`src/rtl/sna_flit_unboxer_q.sv`:
```
// sna_flit_unboxer_q
//   NoC-side flit unboxer for the NoC-to-AXI4-Lite bridge. Typed flits from
//   the router port are reassembled into complete requests (write = head +
//   tail, read = single flit) and queued in a request FIFO for the AXI4-Lite
//   master. Protocol violations produce a registered one-cycle proto_err.
//
// Optional feature macro: SNA_UNBOXER_ERR_CNT_EN
//   When defined, adds the 16-bit saturating err_count output.
//
// Ports
//   clk, rst                  clock, synchronous active-high reset
//   noc_valid/noc_flit/noc_ready   flit input handshake
//   req_valid/req_ready       request FIFO head handshake
//   req_addr/data/read/src    FIFO head request fields (0 when empty)
//   proto_err                 one-cycle violation pulse
//   err_count                 (optional) saturating violation counter
module sna_flit_unboxer_q #(
  parameter int DATA_W    = 32,
  parameter int SRC_W     = 2,
  parameter int FLIT_W    = DATA_W + SRC_W + 3,
  parameter int REQ_DEPTH = 4
) (
  input  logic              clk,
  input  logic              rst,
  input  logic              noc_valid,
  input  logic [FLIT_W-1:0] noc_flit,
  output logic              noc_ready,
  output logic              req_valid,
  input  logic              req_ready,
  output logic [DATA_W-1:0] req_addr,
  output logic [DATA_W-1:0] req_data,
  output logic              req_read,
  output logic [SRC_W-1:0]  req_src,
  output logic              proto_err
`ifdef SNA_UNBOXER_ERR_CNT_EN
  ,
  output logic [15:0]       err_count
`endif
);

  localparam int AW    = $clog2(REQ_DEPTH);
  localparam int CNT_W = AW + 1;

  localparam logic [0:0] ST_IDLE = 1'b0;
  localparam logic [0:0] ST_HEAD = 1'b1;

  localparam logic [1:0] T_BODY   = 2'b00;
  localparam logic [1:0] T_TAIL   = 2'b01;
  localparam logic [1:0] T_HEAD   = 2'b10;
  localparam logic [1:0] T_SINGLE = 2'b11;

  typedef struct packed {
    logic [DATA_W-1:0] addr;
    logic [DATA_W-1:0] data;
    logic              read;
    logic [SRC_W-1:0]  src;
  } req_t;

  // flit field decode
  logic [1:0]        f_type;
  logic              f_rd;
  logic [SRC_W-1:0]  f_src;
  logic [DATA_W-1:0] f_pl;
  assign f_type = noc_flit[FLIT_W-1:FLIT_W-2];
  assign f_rd   = noc_flit[FLIT_W-3];
  assign f_src  = noc_flit[FLIT_W-4:DATA_W];
  assign f_pl   = noc_flit[DATA_W-1:0];

  logic [0:0]        state_q, state_d;
  logic [DATA_W-1:0] hd_addr_q, hd_addr_d;
  logic [SRC_W-1:0]  hd_src_q, hd_src_d;
  logic              err_q, err_d;
  logic              push_d;
  req_t              push_req;

  logic [AW-1:0]     wr_ptr_q, rd_ptr_q;
  logic [CNT_W-1:0]  cnt_q;
  req_t              mem_q [REQ_DEPTH];

  logic fire, push, pop, fifo_empty;

  assign noc_ready  = (cnt_q != CNT_W'(REQ_DEPTH));
  assign fifo_empty = (cnt_q == '0);
  assign fire       = noc_valid && noc_ready;
  assign push       = fire && push_d;
  assign pop        = req_valid && req_ready;

  // Assembler next state. Decisions only take effect on a flit fire.
  always_comb begin
    state_d   = state_q;
    hd_addr_d = hd_addr_q;
    hd_src_d  = hd_src_q;
    err_d     = 1'b0;
    push_d    = 1'b0;
    push_req  = '{addr: f_pl, data: '0, read: 1'b1, src: f_src};
    if (fire) begin
      if (state_q == ST_IDLE) begin
        if (f_type == T_HEAD && !f_rd) begin
          hd_addr_d = f_pl;
          hd_src_d  = f_src;
          state_d   = ST_HEAD;
        end else if (f_type == T_SINGLE && f_rd) begin
          push_d = 1'b1;
        end else begin
          err_d = 1'b1;
        end
      end else begin
        case (f_type)
          T_TAIL: begin
            push_d   = 1'b1;
            push_req = '{addr: hd_addr_q, data: f_pl, read: 1'b0, src: hd_src_q};
            err_d    = (f_src != hd_src_q);
            state_d  = ST_IDLE;
          end
          T_HEAD: begin
            err_d = 1'b1;
            // a new write head replaces the pending one; a read head is junk
            if (!f_rd) begin
              hd_addr_d = f_pl;
              hd_src_d  = f_src;
            end
          end
          T_SINGLE: begin
            err_d = 1'b1;
            // a read single completes on its own and abandons the pending head
            if (f_rd) begin
              push_d  = 1'b1;
              state_d = ST_IDLE;
            end
          end
          default: err_d = 1'b1; // body flits are never legal
        endcase
      end
    end
  end

  always_ff @(posedge clk) begin
    if (rst) begin
      state_q   <= ST_IDLE;
      hd_addr_q <= '0;
      hd_src_q  <= '0;
      err_q     <= 1'b0;
      wr_ptr_q  <= '0;
      rd_ptr_q  <= '0;
      cnt_q     <= '0;
    end else begin
      state_q   <= state_d;
      hd_addr_q <= hd_addr_d;
      hd_src_q  <= hd_src_d;
      err_q     <= err_d;
      if (push) wr_ptr_q <= wr_ptr_q + 1'b1;
      if (pop)  rd_ptr_q <= rd_ptr_q + 1'b1;
      case ({push, pop})
        2'b10:   cnt_q <= cnt_q + 1'b1;
        2'b01:   cnt_q <= cnt_q - 1'b1;
        default: cnt_q <= cnt_q;
      endcase
    end
  end

  // storage needs no reset: outputs are masked while the FIFO is empty
  always_ff @(posedge clk) begin
    if (push) mem_q[wr_ptr_q] <= push_req;
  end

  req_t head;
  assign head      = fifo_empty ? req_t'('0) : mem_q[rd_ptr_q];
  assign req_valid = !fifo_empty;
  assign req_addr  = head.addr;
  assign req_data  = head.data;
  assign req_read  = head.read;
  assign req_src   = head.src;
  assign proto_err = err_q;

`ifdef SNA_UNBOXER_ERR_CNT_EN
  logic [15:0] err_cnt_q;
  always_ff @(posedge clk) begin
    if (rst)                               err_cnt_q <= '0;
    else if (err_q && err_cnt_q != 16'hFFFF) err_cnt_q <= err_cnt_q + 16'd1;
  end
  assign err_count = err_cnt_q;
`endif

endmodule
```
`config.mk`:
```
export PLATFORM = sky130hd
export DESIGN_NAME = sna_flit_unboxer_q
export DESIGN_NICKNAME = d
export VERILOG_FILES = /design/src/rtl/sna_flit_unboxer_q.sv
export SDC_FILE = /design/constraint.sdc
export NUM_CORES = 1
export LEC_CHECK = 0
export BUFFER_PORTS_ARGS = -buffer_cell sky130_fd_sc_hd__buf_2
export CAP_MARGIN = 20
export CORE_UTILIZATION = 50
export CTS_CLUSTER_SIZE = 8
export DETAILED_ROUTE_END_ITERATION = 6
export PLACE_DENSITY = 0.69
export RECOVER_POWER = 50
export SLEW_MARGIN = 10
export SYNTH_ARGS = -nofsm -noshare
export SYNTH_HDL_FRONTEND = slang
export SYNTH_SLANG_ARGS = --single-unit
```
`constraint.sdc`:
```
create_clock -name clk -period 6.7 [get_ports clk]
set_input_delay 1.005 -clock clk [delete_from_list [all_inputs] [get_ports clk]]
set_output_delay 1.005 -clock clk [all_outputs]
set_load 0.01 [all_outputs]
```
# Word level (Yosys, flattened, before mapping)
# Memories as Yosys holds them, arrays and structs flattened. A register that Yosys moved wholly into a read port is not among the register bits.
# Index checks and enable logic that the tools add are counted.
# op_classes
add_sub_neg	4
n_eq_ne	9
muxes	31
bitwise	1
reduce_logical	12
# ops
cell	n
$mux 67	4
$mux 32	4
$mux 1	14
$mux 2	6
$eq 2x2->1 const B	3
$pmux 3 s2	1
$logic_and 1x1->1	5
$add 2x1->2 const B	2
$eq 2x1->1 const B	2
$pmux 1 s2	2
$reduce_and 4->1	1
$reduce_bool 2->1	2
$add 3x1->3 const B	1
$logic_not 3->1	1
$ne 3x3->1 const B	1
$sub 3x1->3 const B	1
$logic_not 1->1	2
$ne 2x1->1 const B	1
$ne 2x2->1	1
$ne 2x2->1 const B	1
$reduce_or 2->1	1
$not 1->1	1
# totals
ff_bits	43
mem_bits_rw	268
in_bits	41
output_inout_bits	70
wordCells	65
memories	1
# mem_list
name	depth	word_bits	rd	rd_clocked_by_memory_dff	wr	line_no	text
mem_q	4	67	1	1	1	78	req_t mem_q [REQ_DEPTH];

# Depth between registers and ports, before layout
# depth
ltp_word	9
ltp_mapped	9
mapped_depth_nobuf	9

# Worst setup path before layout
# Ideal clock, no wire load.
# synth_path
kind	input-to-reg
startpoint	input noc_flit[36]
endpoint	memory mem_q[0][0] (netlist bit), enable pin
setup_time_ns	0.432
arrival_ns	3.174
required_ns	6.268
slack_ns	3.093
cell_stages	3
n_path_buf	0
path_cell_list	nand2b_1 a211oi_2 and2_1
# synth_via
elab_chain_cells	9
elab_cells_between_ends	13
classes_between	3 x eq/ne; 7 x mux; 3 x reduce/logical
# synth_rtl
element	line_no	text
from (decl)	26	input logic [FLIT_W-1:0] noc_flit,
$eq 2x2->1	102, 108	
$logic_and 1x1->1	102	end else if (f_type == T_SINGLE && f_rd) begin
$mux 1	102	
$mux 1	98	if (f_type == T_HEAD && !f_rd) begin
$mux 1 (*)	97	if (state_q == ST_IDLE) begin
$mux 1 (*)	96	if (fire) begin
$logic_and 1x1->1 (*)	85	assign push = fire && push_d;
$mux 1 (*)	163	if (push) mem_q[wr_ptr_q] <= push_req;
$mux 1 (not written as such) (*)	163	
to (decl)	78	
# Every way passes the cells marked *; elsewhere a longest branch is shown, timed or not.

# Final worst setup path
# layout_path
startpoint	input noc_flit[36]
endpoint	register hd_addr_q[11]
# layout_via
elab_chain_cells	4
elab_cells_between_ends	5
classes_between	2 x eq/ne; 3 x reduce/logical
# layout_rtl
element	line_no	text
$eq 2x2->1 (*)	98, 108	
$logic_and 1x1->1	98	
$reduce_bool 2->1 (no source line)	n/a	
$reduce_and 4->1 (no source line) (*)	n/a	
to (signal assigned)	148	hd_addr_q <= hd_addr_d;
to (decl)	70	logic [DATA_W-1:0] hd_addr_q, hd_addr_d;
# Marked as above.
# A chain may end at the register's enable or synchronous reset.

==> impl_metrics.toml <==
[final_layout]
multiInputGateArea_um2 = 3470
area_growth_syn_to_layout_pct = 16.2
final-seq-area_um2 = 8960
n_fill_cell = 1806
layout-drive-gt1-share_pct = 26.7
layout.nets = 886
n_antenna_cell = 0

[sta]
tns_ns = 0
post-route-period-util_pct = 77.0
finalMaxSlewViolations = 332
fin_ws_ns = 1.54
post-route-min-period_ns = 5.16
skew_ns = 0.0172
setup_viol = 0
tightest_slew_ns = 3.71
hold_slack_ns = 0.456
rsz0062_at_grt = "no"
finalHoldViolations = 0
maxSlewHeadroom_pct = -147
max_freq_mhz = 194

[placement]
io_buffer_count = 110
dp_worst_setup_slack_ns = 3.14
gp_congestion = 0.764
place.detailed.hpwl_mm = 14.4

[setup_path]
cp_max_fo = 27
startpoint = "noc_flit[36]"
endpoint_kind = "flop"
r2r-start = "cnt_q[0]"
start_kind = "input pin"
cp.required_ns = 6.99
critical_path_class = "input pin to flop"
cp.arrival_ns = 5.45

[pwr]
leakage_nw = 4.91
ir_worst_vdd_mv = 0.214
p_per_area_nw_per_um2 = 313

[yosys]
syn_area_um2 = 12700
ys_types = 36
synth_cells = 718
syn-mean-instance-area_um2 = 17.7
syn_nets = 765
ys_ff_latch = 313
synth-seq-area-share_pct = 70.4
ys_warn_count = 0

[floorplanning]
initial_utilization_pct = 51.7
fp.coreArea_um2 = 24600
rows = 57
die_h_um = 161
ios = 111
die_w_um = 161
die_area_um2 = 26100

[cts]
numCtsBuffers = 45
clk-insertion-delay-late_ns = 0.53
post-cts-setup-buffers = 0
cts.sinks = 313
h-tree-depth = 2
root_buffer = "clkbuf_16"
cts_tree = "built"
hold_buffers = 0
cts_resized = 0
cts_buffer_depth = 3
clk_pin_slew_ns = 0.05

[min_path]
hold_path_class = "flop to flop"
min-delay-start = "hd_addr_q[24]"

[routing]
drtIter0Drc = 307
antenna_left = 0
detail_route.first_pass.iterations = 5
vias = 6600
wl_per_cell_um = 20.9
vias_per_cell = 5.51
drt-total-wl_mm = 25.1
drc_errors = 0

[status]
violations = "max-capacitance violations, max-slew violations"
status = "finished, violations left"

[global_route]
grt_usage_pct = 19.9
grt_pass1_wl_mm = 39.0
grt_max_degree = 68
grt_pass1_vias = 7065
antenna_found_initial = 1
globalRouteOverflowTotal = 0

[job]
max_cap_violations = 7
[power breakdown]
part | total [mW] | leakage, nW | internal (mW) | switching, mW
logic | 0.406 | 1.59 | 0.199 | 0.206
clock network | 2.06 | 0.626 | 1.30 | 0.763
registers | 2.16 | 2.70 | 2.13 | 0.0335
total | 4.63 | 4.91 | 3.62 | 1.00
[synthesized netlist by cell type (all sizes together)]
cell | n | area share, %
nand2 | 73 | 2.2
nor2 | 8 | 0.24
clkbuf | 18 | 0.53
nor4bb | 1 | 0.079
dfxtp | 45 | 7.1
mux4 | 67 | 12
xor2 | 6 | 0.41
o311ai | 1 | 0.069
a21oi | 2 | 0.079
mux2 | 35 | 3.1
o21ai | 1 | 0.039
or4 | 1 | 0.059
a211oi | 1 | 0.098
or3 | 2 | 0.098
o2bb2ai | 1 | 0.069
fa | 1 | 0.16
and2 | 103 | 5.1
ha | 5 | 0.49
xnor2 | 1 | 0.069
and4 | 1 | 0.069
buf | 23 | 1.3
inv | 12 | 0.35
a31oi | 1 | 0.049
nor3b | 1 | 0.15
edfxtp | 268 | 63
nor3 | 2 | 0.12
nor2b | 1 | 0.049
mux2i | 35 | 2.8
o31ai | 1 | 0.059
nand2b | 1 | 0.049
[placed cells by master (no fill, tap or decap), types with 4 or more instances in the layout]
cell,Yosys,final
and2_0,0,29
and2_1,103,74
buf_2,13,108
buf_4,1,4
clkbuf_1,18,35
clkbuf_16,0,47
dfxtp_1,45,43
edfxtp_1,268,268
ha_1,5,5
inv_1,11,11
mux2_1,34,34
mux2i_1,35,35
mux4_2,67,67
nand2_1,73,73
nor2_1,8,8
xor2_1,6,6
[per-layer routing]
| layer | share of wire (%) | global-route usage, % | vias up |
|---|---|---|---|
| met3 | 5.1 | 3.60 | 44 |
| met2 | 50 | 34.3 | 187 |
| li1 | - | - | 2971 |
| met4 | 1.8 | 6.13 | 0 |
| met1 | 43 | 25.7 | 3398 |
| met5 | 0 | 0 | - |
[stage by stage]
step | util, % | std cells | power, mW | cell area (µm²)
2_1_floorplan | - | 718 | 2.46 | 12700
3_3_place_gp | 54.9 | 1116 | 2.61 | 13500
3_5_place_dp | 54.9 | 1116 | 2.62 | 13500
4_1_cts | 60.3 | 1197 | 4.67 | 14800
5_1_grt | 60.0 | 1197 | 4.77 | 14800
6_report | 60.0 | 1197 | 4.63 | 14800
[sequential cells by signal (all words and copies together) (netlist names), named ones only]
name	cells
cnt_q	3
hd_addr_q	32
hd_src_q	2
mem_q	268
proto_err	1
rd_ptr_q	2
state_q	1
wr_ptr_q	2
[worst max-delay path, cell delays in order]
cell and delay [ns]:
clkbuf_1 0.15, nor2b_1 0.20, nor4bb_1 1.98, clkbuf_1 1.77
mux2i_1 0.32
[path summary, 6_finish.rpt]
check / endpoint / slack [ns] / cells after the start
setup / recovery: hd_addr_q[11] / 1.54 / 5
hold / removal: hd_addr_q[24] / 0.46 / 2
setup reg to reg: hd_addr_q[11] / 1.79 / 4
hold reg to reg: hd_addr_q[24] / 0.46 / 2
[final cells by class]
cell class	count	area share [%]
repair buffers	115	3.94
flip-flops and latches	313	60.6
clock buffers	79	8.78
inverters	12	0.305
multi-input cells	352	23.5
well taps	324	2.74
clock inverters	2	0.119
[cells by family (layout without fill, tap and decap cells)]
group           Yosys count  after routing  synth area share (%)
flops                   313            313                  70.4
simple gates            194            194                  8.13
mux                     137            137                  17.7
buf+inv                  53            208                  2.14
compound gates            8              8                 0.463
xor+xnor                  7              7                 0.482
fa+ha+maj                 6              6                 0.650
No activity file was read; power rests on OpenSTA's default activity.
